--- src/rtl/multicycle_control_fsm_if.sv ---
// Control bundle between the multicycle control FSM and the RV32I datapath/memory.
// master = control FSM side, slave = datapath side.
interface multicycle_control_fsm_if;
    logic [6:0] opcode;
    logic [2:0] funct3;
    logic       alu_zero;
    logic       mem_ready;
    logic       pc_write;
    logic       ir_write;
    logic       adr_src;
    logic       mem_read;
    logic       mem_write;
    logic       reg_write;
    logic [1:0] alu_src_a;
    logic [1:0] alu_src_b;
    logic [1:0] alu_op;
    logic [1:0] result_src;
    logic       bus_error;
    logic       illegal_instr;

    modport master (
        input  opcode, funct3, alu_zero, mem_ready,
        output pc_write, ir_write, adr_src, mem_read, mem_write, reg_write,
        output alu_src_a, alu_src_b, alu_op, result_src, bus_error, illegal_instr
    );

    modport slave (
        output opcode, funct3, alu_zero, mem_ready,
        input  pc_write, ir_write, adr_src, mem_read, mem_write, reg_write,
        input  alu_src_a, alu_src_b, alu_op, result_src, bus_error, illegal_instr
    );
endinterface

--- src/rtl/multicycle_control_fsm.sv ---
// Main control FSM of the multicycle RV32I core (fetch/decode/execute/mem/writeback).
// Define ILLEGAL_TRAP_EN to trap illegal opcodes; otherwise they execute as NOPs.
module multicycle_control_fsm #(
    parameter int WAIT_MAX = 15
) (
    input  logic                        clk,
    input  logic                        rst,
    multicycle_control_fsm_if.master    bus
);
    localparam int CW = (WAIT_MAX < 2) ? 1 : $clog2(WAIT_MAX + 1);

    typedef enum logic [3:0] {
        S_FETCH, S_DECODE, S_MEMADR, S_MEMREAD, S_MEMWB, S_MEMWRITE,
        S_EXEC_R, S_EXEC_I, S_LUI, S_ALUWB, S_BRANCH, S_JAL, S_JALR,
        S_LINK, S_BUS_ERR, S_TRAP
    } state_t;

    typedef struct packed {
        logic       adr_src;
        logic       mem_read;
        logic       mem_write;
        logic       reg_write;
        logic       pc_write;
        logic       fetch;
        logic       branch;
        logic [1:0] src_a;
        logic [1:0] src_b;
        logic [1:0] alu_op;
        logic [1:0] result_src;
    } ctl_t;

    function automatic ctl_t decode_ctl(state_t s);
        ctl_t c;
        c = '0;
        unique case (s)
            S_FETCH: begin
                c.mem_read = 1'b1; c.fetch = 1'b1;
                c.src_b = 2'b10; c.result_src = 2'b10;
            end
            S_DECODE:   begin c.src_a = 2'b01; c.src_b = 2'b01; end
            S_MEMADR:   begin c.src_a = 2'b10; c.src_b = 2'b01; end
            S_MEMREAD:  begin c.adr_src = 1'b1; c.mem_read = 1'b1; end
            S_MEMWB:    begin c.result_src = 2'b01; c.reg_write = 1'b1; end
            S_MEMWRITE: begin c.adr_src = 1'b1; c.mem_write = 1'b1; end
            S_EXEC_R:   begin c.src_a = 2'b10; c.alu_op = 2'b10; end
            S_EXEC_I, S_LUI: begin
                c.src_a = 2'b10; c.src_b = 2'b01; c.alu_op = 2'b10;
            end
            S_ALUWB:    c.reg_write = 1'b1;
            S_BRANCH:   begin c.src_a = 2'b10; c.alu_op = 2'b10; c.branch = 1'b1; end
            S_JAL:      begin c.src_a = 2'b01; c.src_b = 2'b10; c.pc_write = 1'b1; end
            S_JALR: begin
                c.src_a = 2'b10; c.src_b = 2'b01;
                c.result_src = 2'b10; c.pc_write = 1'b1;
            end
            S_LINK: begin
                c.src_a = 2'b01; c.src_b = 2'b10;
                c.result_src = 2'b10; c.reg_write = 1'b1;
            end
            default: c = '0;
        endcase
        return c;
    endfunction

    localparam ctl_t FETCH_CTL = decode_ctl(S_FETCH);

    state_t        state_q, state_d;
    ctl_t          ctl_q, ctl_d;
    logic [CW-1:0] cnt_q, cnt_d;
    logic          bus_error_q, bus_error_d;
    logic          illegal_q, illegal_d;
    logic          wait_st;
    logic          timeout;
    logic          br_take;

    always_comb begin
        state_d     = state_q;
        cnt_d       = '0;
        bus_error_d = bus_error_q;
        illegal_d   = illegal_q;
        wait_st     = (state_q == S_FETCH) || (state_q == S_MEMREAD) ||
                      (state_q == S_MEMWRITE);
        timeout     = wait_st && !bus.mem_ready && (WAIT_MAX != 0) &&
                      (int'(cnt_q) + 1 == WAIT_MAX);
        unique case (state_q)
            S_FETCH:    if (bus.mem_ready) state_d = S_DECODE;
            S_DECODE: begin
                unique case (bus.opcode)
                    7'b0000011, 7'b0100011: state_d = S_MEMADR;
                    7'b0110011: state_d = S_EXEC_R;
                    7'b0010011: state_d = S_EXEC_I;
                    7'b1100011: state_d = S_BRANCH;
                    7'b1101111: state_d = S_JAL;
                    7'b1100111: state_d = S_JALR;
                    7'b0110111: state_d = S_LUI;
                    7'b0010111: state_d = S_ALUWB;
                    default: begin
`ifdef ILLEGAL_TRAP_EN
                        state_d   = S_TRAP;
                        illegal_d = 1'b1;
`else
                        state_d   = S_FETCH;
`endif
                    end
                endcase
            end
            S_MEMADR:   state_d = bus.opcode[5] ? S_MEMWRITE : S_MEMREAD;
            S_MEMREAD:  if (bus.mem_ready) state_d = S_MEMWB;
            S_MEMWRITE: if (bus.mem_ready) state_d = S_FETCH;
            S_EXEC_R, S_EXEC_I, S_LUI, S_JAL: state_d = S_ALUWB;
            S_JALR:     state_d = S_LINK;
            S_MEMWB, S_ALUWB, S_BRANCH, S_LINK: state_d = S_FETCH;
            S_BUS_ERR, S_TRAP: state_d = state_q;
            default:    state_d = S_FETCH;
        endcase
        // mem_ready has priority: the timeout only fires on a still-pending access
        if (wait_st && !bus.mem_ready) begin
            if (timeout) begin
                state_d     = S_BUS_ERR;
                bus_error_d = 1'b1;
            end else begin
                cnt_d = cnt_q + 1'b1;
            end
        end
        ctl_d = decode_ctl(state_d);
    end

    always_ff @(posedge clk or posedge rst) begin
        if (rst) begin
            state_q     <= S_FETCH;
            ctl_q       <= FETCH_CTL;
            cnt_q       <= '0;
            bus_error_q <= 1'b0;
            illegal_q   <= 1'b0;
        end else begin
            state_q     <= state_d;
            ctl_q       <= ctl_d;
            cnt_q       <= cnt_d;
            bus_error_q <= bus_error_d;
            illegal_q   <= illegal_d;
        end
    end

    assign br_take = bus.alu_zero ^ bus.funct3[0] ^ bus.funct3[2];

    assign bus.pc_write  = !rst && (ctl_q.pc_write ||
                                    (ctl_q.fetch && bus.mem_ready) ||
                                    (ctl_q.branch && br_take));
    assign bus.ir_write  = !rst && ctl_q.fetch && bus.mem_ready;
    assign bus.mem_read  = !rst && ctl_q.mem_read;
    assign bus.mem_write = !rst && ctl_q.mem_write;
    assign bus.reg_write = !rst && ctl_q.reg_write;

    assign bus.adr_src       = ctl_q.adr_src;
    assign bus.alu_src_a     = ctl_q.src_a;
    assign bus.alu_src_b     = ctl_q.src_b;
    assign bus.alu_op        = ctl_q.alu_op;
    assign bus.result_src    = ctl_q.result_src;
    assign bus.bus_error     = bus_error_q;
    assign bus.illegal_instr = illegal_q;
endmodule

--- src/flat_wrapper.sv ---
// flat-port wrapper written by rule: the top's interface ports become plain ports
module multicycle_control_fsm_flat 
#(
    parameter int WAIT_MAX = 15
)
  (clk, rst, bus_opcode, bus_funct3, bus_alu_zero, bus_mem_ready, bus_pc_write, bus_ir_write, bus_adr_src, bus_mem_read, bus_mem_write, bus_reg_write, bus_alu_src_a, bus_alu_src_b, bus_alu_op, bus_result_src, bus_bus_error, bus_illegal_instr);
  multicycle_control_fsm_if bus_i ();
  input  logic clk;
  input  logic rst;
  input wire logic [$bits(bus_i.opcode)-1:0] bus_opcode;
  input wire logic [$bits(bus_i.funct3)-1:0] bus_funct3;
  input wire logic [$bits(bus_i.alu_zero)-1:0] bus_alu_zero;
  input wire logic [$bits(bus_i.mem_ready)-1:0] bus_mem_ready;
  output wire logic [$bits(bus_i.pc_write)-1:0] bus_pc_write;
  output wire logic [$bits(bus_i.ir_write)-1:0] bus_ir_write;
  output wire logic [$bits(bus_i.adr_src)-1:0] bus_adr_src;
  output wire logic [$bits(bus_i.mem_read)-1:0] bus_mem_read;
  output wire logic [$bits(bus_i.mem_write)-1:0] bus_mem_write;
  output wire logic [$bits(bus_i.reg_write)-1:0] bus_reg_write;
  output wire logic [$bits(bus_i.alu_src_a)-1:0] bus_alu_src_a;
  output wire logic [$bits(bus_i.alu_src_b)-1:0] bus_alu_src_b;
  output wire logic [$bits(bus_i.alu_op)-1:0] bus_alu_op;
  output wire logic [$bits(bus_i.result_src)-1:0] bus_result_src;
  output wire logic [$bits(bus_i.bus_error)-1:0] bus_bus_error;
  output wire logic [$bits(bus_i.illegal_instr)-1:0] bus_illegal_instr;
  assign bus_i.opcode = bus_opcode;
  assign bus_i.funct3 = bus_funct3;
  assign bus_i.alu_zero = bus_alu_zero;
  assign bus_i.mem_ready = bus_mem_ready;
  assign bus_pc_write = bus_i.pc_write;
  assign bus_ir_write = bus_i.ir_write;
  assign bus_adr_src = bus_i.adr_src;
  assign bus_mem_read = bus_i.mem_read;
  assign bus_mem_write = bus_i.mem_write;
  assign bus_reg_write = bus_i.reg_write;
  assign bus_alu_src_a = bus_i.alu_src_a;
  assign bus_alu_src_b = bus_i.alu_src_b;
  assign bus_alu_op = bus_i.alu_op;
  assign bus_result_src = bus_i.result_src;
  assign bus_bus_error = bus_i.bus_error;
  assign bus_illegal_instr = bus_i.illegal_instr;
  multicycle_control_fsm #(.WAIT_MAX(WAIT_MAX)) u_core (.clk(clk), .rst(rst), .bus(bus_i));
endmodule
--- config.mk ---
export PLATFORM = sky130hd
export DESIGN_NAME = multicycle_control_fsm_flat
export DESIGN_NICKNAME = d
export VERILOG_FILES = /design/src/rtl/multicycle_control_fsm_if.sv /design/src/rtl/multicycle_control_fsm.sv /design/src/flat_wrapper.sv
export SDC_FILE = /design/constraint.sdc
export NUM_CORES = 1
export LEC_CHECK = 0
export ABC_AREA = 0
export BUFFER_PORTS_ARGS = -buffer_cell sky130_fd_sc_hd__buf_2
export CORE_ASPECT_RATIO = 1.2
export CORE_MARGIN = 2
export CORE_UTILIZATION = 55
export DETAILED_ROUTE_END_ITERATION = 8
export PLACE_DENSITY_LB_ADDON = 0.2
export SKIP_LAST_GASP = 1
export SYNTH_ARGS = -nofsm -noshare
export SYNTH_HDL_FRONTEND = slang
export SYNTH_SLANG_ARGS = --single-unit
export TNS_END_PERCENT = 5
--- constraint.sdc ---
create_clock -name clk -period 2.79 [get_ports clk]
set_input_delay 0.558 -clock clk [delete_from_list [all_inputs] [get_ports clk]]
set_output_delay 0.558 -clock clk [all_outputs]
set_load 0.02 [all_outputs]
==> summary.md, run 1 <==
| Metric | Value |
|---|---|
| Drt pass-1 iters | `4` |
| Cell taking the most area after synthesis | `dfrtp_1` |
| Skew final | `0.0009260 ns` |
| Worst-case reg-to-reg path depth | `4` |
| Gr usage total | `0.1923` |
| First-pass GRT wire length | `4.485 mm` |
| PD cells | `698.7 nW/µm²` |
| Die width | `50.94 µm` |
| Worst Setup SP | `u_core.state_q[1]$_DFF_PP0_` |
| Layout cell share with drive strength beyond 1 | `0.2679` |
| I/O Pins | `30` |
| Seq. cell area | `around 580 µm²` |
| Clk root buf | `clkbuf_4` |
| Finish-stage setup viols | `0` |
| Crit start category | `flop` |
| Post-DRT Antenna Nets | `0` |
| Yosys top cell area share | `0.3270` |
| Total power | `0.001073 W` |
| CP Max Fanout | `14` |
| Worst EP required | `2.99 ns` |
| Vias in the first global route | `1042` |
| Die height | `between 60 and 70 µm` |
| Setup Fix Bufs, Post-CTS | `0` |
| Routed wire length | `2.721 mm` |
| Grt ovf | `0` |
| # diodes | `0` |
| Reg-to-reg setup timing slack | `0.50 ns` |
| Synth cell count leaders | `dfrtp_1 (19), nand2_1 (13), buf_4 (10)` |
| Most common cell in the synthesized netlist | `dfrtp_1` |
| CP cell instances | `or2_0, o32ai_2, nor3_1, a211o_1` |
| Final setup TNS | `0 ns` |
| Fillcell total | `roughly 240` |
| GR Util met3 | `0.03000` |
| Post-cts sizing count | `0` |
| Row count | `20` |
| Final net count | `185` |
| Fin crit period | `2.289 ns` |
| Hold Buf Count CTS | `0` |
| Cell area after synthesis | `1454 µm²` |
| Distinct cell type count after synthesis | `52` |
| CP delay by family, top | `compound AO/OA/AOI/OAI gates` |
| WP buf/inv | `0` |
| Leak pwr | `~0.76 nW` |
| Post-detailed-route wirelength per cell | `13.54 µm` |
| Final HPWL DP | `2.115 mm` |
| Peak supply drop | `0.7533 mV` |
| Post-synth ARST share | `1.000` |
| CTS Sinks | `23` |
| Setup WS pre-CTS | `about 0.45 ns` |
| CTS tree | `built` |
| Fin. Hold Viols | `0` |
| Crit path kind | `reg2reg` |
| Antenna violations before repair | `0` |
| Critical path capture point type | `flop` |
| Status | `finished clean` |
| CTS Buffer Depth | `2` |
| H-tree Lvls | `1` |
| Grt met2 use | `0.3655` |
| CP peak stage delay | `0.81 ns` |
| Drt drc | `0` |
| Starting density of the core | `0.5752` |
| Synth top area cells | `dfrtp_1 (33%), dfstp_2 (7.2%), buf_4 (5.2%)` |
| Met1 global-route usage | `0.2196` |
| Vias | `1141` |
| Worst R2R Start | `u_core.state_q[1]$_DFF_PP0_` |
| Max-slew headroom | `0.3892` |
| Worst-path clk slew | `around 0.12 ns` |
| F_max | `436.8 MHz` |
| Finished Layout Cells | `201` |
| Number of max-cap violations | `0` |
| Number of synthesized register bits | `23` |
| Max Transition Viols Final | `0` |
| Period utilization | `0.8205` |
| Die ar. | `3072 µm²` |
| Tightest Hold Check Type | `in2async` |
| Post-synth EDFFs | `0` |
| Initial DRC count | `24` |
| Slowest CP cell | `o32ai_2` |
| RR Endpoint | `u_core.bus.alu_src_b[0]$_DFF_PP0_` |
| Seq/Total Area, Yosys | `0.3993` |
| Placer's final routability congestion estimate | `between 0.8 and 0.9` |
| Final worst slack | `~0.50 ns` |
| Post-Syn Instances | `153` |
| Worst Tran Pin Value | `~0.92 ns` |
| Placed cells | `197` |
| Num CTS Buffers | `3` |
| Area delta synth->final | `5.594%` |
| Top Usage Layer GRT | `met2` |
| Total core area | `2527 µm²` |
| Port Buffers | `26` |
| Unrepaired setup endpoints after global routing | `false` |
| Worst skew pair latency | `approximately 0.3 ns` |
| Largest net degree at the start of global routing | `24` |
| Via density | `5.677` |
| Worst path arrival time | `approximately 2.5 ns` |
| Area of the multi-input gates | `725.7 µm²` |
| Synth Flop Type | `dfrtp_1` |
| Mapped Avg Cell Area | `9.503 µm²` |
| Yosys warning count | `0` |
## cell type report
class                           instances  share of cell area
Tap cell                               33             0.02689
Inverter                                6             0.01467
Sequential cell                        23              0.3782
Clock inverter                          1            0.003260
Timing Repair Buffer                   27             0.08965
Clock buffer                            3             0.01467
Multi-Input combinational cell        108              0.4727
## worst min-delay path: cells and delay by family
kind / cells / cell delay, ns
buffers and inverters: 3 / 0.46
## per-stage QoR
stage	instance area (µm²)	hold slack [ns]	util
6_report	1535	0.3240	0.6074
5_1_grt	1535	0.3412	0.6074
4_1_cts	1535	0.3279	0.6074
3_5_place_dp	1508	0.4515	0.5965
3_3_place_gp	1508	0.4546	0.5965
2_1_floorplan	1458	0.4581	-
## how the worst max path moves through the flow
stage | slack, ns | depth (start not counted) | to
4_1_cts | 0.51 | 4 | u_core.bus.alu_src_b[0]$_DFF_PP0_
3_3_place_gp | 0.46 | 6 | u_core.bus.alu_src_b[0]$_DFF_PP0_
5_1_grt | 0.34 | 4 | u_core.bus.alu_src_b[0]$_DFF_PP0_
3_5_place_dp | 0.45 | 6 | u_core.bus.alu_src_b[0]$_DFF_PP0_
6_report | 0.50 | 4 | u_core.bus.alu_src_b[0]$_DFF_PP0_
2_1_floorplan | 0.76 | 7 | u_core.bus.alu_src_b[0]$_DFF_PP0_
## state kept, by name, indices dropped and copies added (netlist names)
| signal | count |
|---|---|
| u_core.bus.alu_src_a | 2 |
| u_core.bus.result_src | 2 |
| u_core.cnt_q | 4 |
| u_core.bus.alu_op | 1 |
| u_core.state_q | 4 |
| u_core.ctl_q | 6 |
| u_core.bus.adr_src | 1 |
| u_core.bus.bus_error | 1 |
| u_core.bus.alu_src_b | 2 |
## metal layers
metal | routed length, µm | vias up
met5 | 0 | -
met4 | 43 | 0
met3 | 101 | 6
met2 | 1436 | 29
met1 | 1139 | 548
li1 | - | 558
## placed cells by master, fill, tap and decap left out, types with 5 or more instances in the layout
cell / count
nor2b_1: 5
buf_2: 26
nand2_1: 13
nor2_1: 9
dfrtp_1: 19
inv_1: 6
nand2b_1: 7
o21ai_0: 5
nor3_1: 6
## where the power goes
part | switching [W] | internal, W | total, W
Clock | 0.0000925 | 0.0000534 | 0.000146
Sequential | 0.0000553 | 0.000425 | 0.000480
Combinational | 0.000270 | 0.000176 | 0.000446
Total | 0.000418 | 0.000655 | 0.00107
## cell families after synthesis
logic type / after synthesis / synth area share
compound gates: 29 / 0.1506
xor+xnor: 6 / 0.03614
fa+ha+maj: 2 / 0.01721
buf+inv: 23 / 0.1041
flops: 23 / 0.3993
mux: 2 / 0.01807
other cells: 1 / 0.002579
simple gates: 67 / 0.2719
(Power assumes the default switching activity.)
==> run 2: changes to the inputs <==
--- a/config.mk
+++ b/config.mk
@@ -9,7 +9,7 @@
 export BUFFER_PORTS_ARGS = -buffer_cell sky130_fd_sc_hd__buf_2
 export CORE_ASPECT_RATIO = 1.2
 export CORE_MARGIN = 2
-export CORE_UTILIZATION = 55
+export CORE_UTILIZATION = 54
 export DETAILED_ROUTE_END_ITERATION = 8
 export PLACE_DENSITY_LB_ADDON = 0.2
 export SKIP_LAST_GASP = 1
==> constraint.sdc (replaced) <==
create_clock -name clk -period 2.2 [get_ports clk]
set_input_delay 0.44 -clock clk [delete_from_list [all_inputs] [get_ports clk]]
set_output_delay 0.44 -clock clk [all_outputs]
set_load 0.02 [all_outputs]
==> run 2 against run 1 <==
Largest power group is now combinational cells. Clock power up 30%. Final cell count up 3.0%. First-iteration DRC count up 8.3%.
==> summary.md, run 2 (synthesis results as in run 1) <==
| Metric | Value |
|---|---|
| Slowest CP cell | `dfrtp_1` |
| Total core area | `2552 µm²` |
| Drt pass-1 iters | `4` |
| Worst Setup SP | `u_core.state_q[0]$_DFF_PP0_` |
| Commonest non-fill, non-tap cell in the layout | `buf_2` |
| Leak pwr | `slightly below 0.8 nW` |
| H-tree Lvls | `1` |
| DP Area | `1553 µm²` |
| First-pass GRT wire length | `approximately 4.6 mm` |
| Post-detailed-route wirelength per cell | `13.74 µm` |
| Worst EP required | `2.43 ns` |
| Largest net degree at the start of global routing | `24` |
| CP peak stage delay | `around 0.57 ns` |
| Layout cell share with drive strength beyond 1 | `0.2931` |
| Hold Buf Count CTS | `0` |
| Worst-path clk slew | `0.12 ns` |
| Critical path capture point type | `flop` |
| Skew final | `0.004536 ns` |
| Max reg flops | `6` |
| I/O Pins | `30` |
| F_max | `471.3 MHz` |
| Placer's final routability congestion estimate | `0.8610` |
| Setup Fix Bufs, Post-CTS | `0` |
| Port Buffers | `26` |
| Worst-case reg-to-reg path depth | `7` |
| Final HPWL DP | `2.103 mm` |
| Num CTS Buffers | `3` |
| Fin crit period | `~2.1 ns` |
| Gr usage total | `0.1935` |
| Final worst slack | `roughly 0.078 ns` |
| Status | `finished clean` |
| Largest regs | `u_core.ctl_q (6), u_core.cnt_q (4), u_core.state_q (4)` |
| Hold_ws | `0.2069 ns` |
| Max Transition Viols Final | `0` |
| Die ar. | `3125 µm²` |
| CP cell instances | `and2b_4, nand4_2, o221a_1, buf_4, nand2b_1, or3_1, o211ai_1` |
| Cell count along the critical path | `7` |
| Starting density of the core | `0.5696` |
| CTS Buffer Depth | `2` |
| Clk root buf | `clkbuf_4` |
| Die width | `just over 50 µm` |
| Number of max-cap violations | `0` |
| Worst path arrival time | `2.36 ns` |
| Grt ovf | `0` |
| WP buf/inv | `1` |
| Period utilization | `0.9644` |
| Finished Cell Area | `around 1600 µm²` |
| Vias | `1164` |
| Reg-to-reg setup timing slack | `a little under 0.08 ns` |
| Seq. cell area | `580.6 µm²` |
| Peak supply drop | `0.5344 mV` |
| CTS Sinks | `23` |
| Drt drc | `0` |
| PD cells | `about 900 nW/µm²` |
| Final net count | `approximately 190` |
| Routed wire length | `2.845 mm` |
| CTS tree | `built` |
| Worst skew pair latency | `0.31 ns` |
| Fin. Hold Viols | `0` |
| Crit path kind | `reg2reg` |
| Antenna violations before repair | `0` |
| Fillcell total | `235` |
| RR Endpoint | `u_core.bus.alu_src_b[1]$_DFF_PP1_` |
| Unrepaired setup endpoints after global routing | `true` |
| Setup WS pre-CTS | `0.08213 ns` |
| Biggest register | `u_core.ctl_q` |
| Area delta synth->final | `9.467%` |
| Vias in the first global route | `around 1.1k` |
| CP Max Fanout | `9` |
| Initial DRC count | `26` |
| Finish-stage setup viols | `0` |
| Worst R2R Start | `u_core.state_q[0]$_DFF_PP0_` |
| Crit start category | `flop` |
| Die height | `60.84 µm` |
| Total power | `0.001435 W` |
| Tightest Hold Check Type | `in2async` |
| Via density | `5.623` |
| CP delay by family, top | `simple AND/OR/NAND/NOR gates` |
| Post-DRT Antenna Nets | `0` |
| Final setup TNS | `0 ns` |
| Area of the multi-input gates | `around 740 µm²` |
| # diodes | `0` |
| Most frequent cells in the layout | `buf_2 (26), dfrtp_1 (19), nand2_1 (13)` |
| Row count | `20` |
==> run 2: worst max-delay path by stage <==
stage / slack (ns) / end
4_1_cts: 0.12 / u_core.bus.alu_src_b[1]$_DFF_PP1_
3_3_place_gp: 0.12 / u_core.bus.alu_src_b[0]$_DFF_PP0_
3_5_place_dp: 0.08 / u_core.bus.alu_src_b[0]$_DFF_PP0_
2_1_floorplan: 0.29 / u_core.bus.alu_src_b[0]$_DFF_PP0_
5_1_grt: -0.03 / u_core.bus.alu_src_b[1]$_DFF_PP1_
6_report: 0.08 / u_core.bus.alu_src_b[1]$_DFF_PP1_
==> run 2: through the flow <==
step | utilization | cells
2_1_floorplan | - | 154
3_3_place_gp | 0.6083 | 203
3_5_place_dp | 0.6083 | 203
4_1_cts | 0.6191 | 207
5_1_grt | 0.6235 | 207
6_report | 0.6235 | 207
==> run 2: worst register-to-register path, delay by kind of cell, from the launching register on <==
family                 cells  cell delay (ns)
DFF                        1             0.57
and+or+nand+nor            4             0.87
AOI/OAI and AO/OA          2             0.42
buffers and inverters      1             0.18
==> run 2: metal layers <==
metal,track usage,share of wire,vias to the layer above
li1,-,-,574
met5,0,0,-
met3,0.02709,0.050,7
met1,0.2240,0.42,551
met2,0.3535,0.51,32
met4,0.09023,0.016,0
==> run 2: power breakdown <==
part / switching [W] / total [W] / internal [W]
registers: 0.0000624 / 0.000602 / 0.000539
logic: 0.000375 / 0.000644 / 0.000268
clock network: 0.000122 / 0.000190 / 0.0000678
total: 0.000559 / 0.00143 / 0.000875
==> run 2: layout make-up <==
| class | instances | area share |
|---|---|---|
| Clock buffer | 3 | 0.01415 |
| Clock inverter | 1 | 0.003145 |
| Inverter | 6 | 0.01415 |
| Multi-Input combinational cell | 108 | 0.4630 |
| Sequential cell | 23 | 0.3648 |
| Tap cell | 33 | 0.02594 |
| Timing Repair Buffer | 33 | 0.1148 |
==> run 2: what timing repair did <==
action / CTS / global route
resized for setup: 0 / 1
setup endpoints to repair: 0 / 4
hold endpoints to repair: 0 / 0
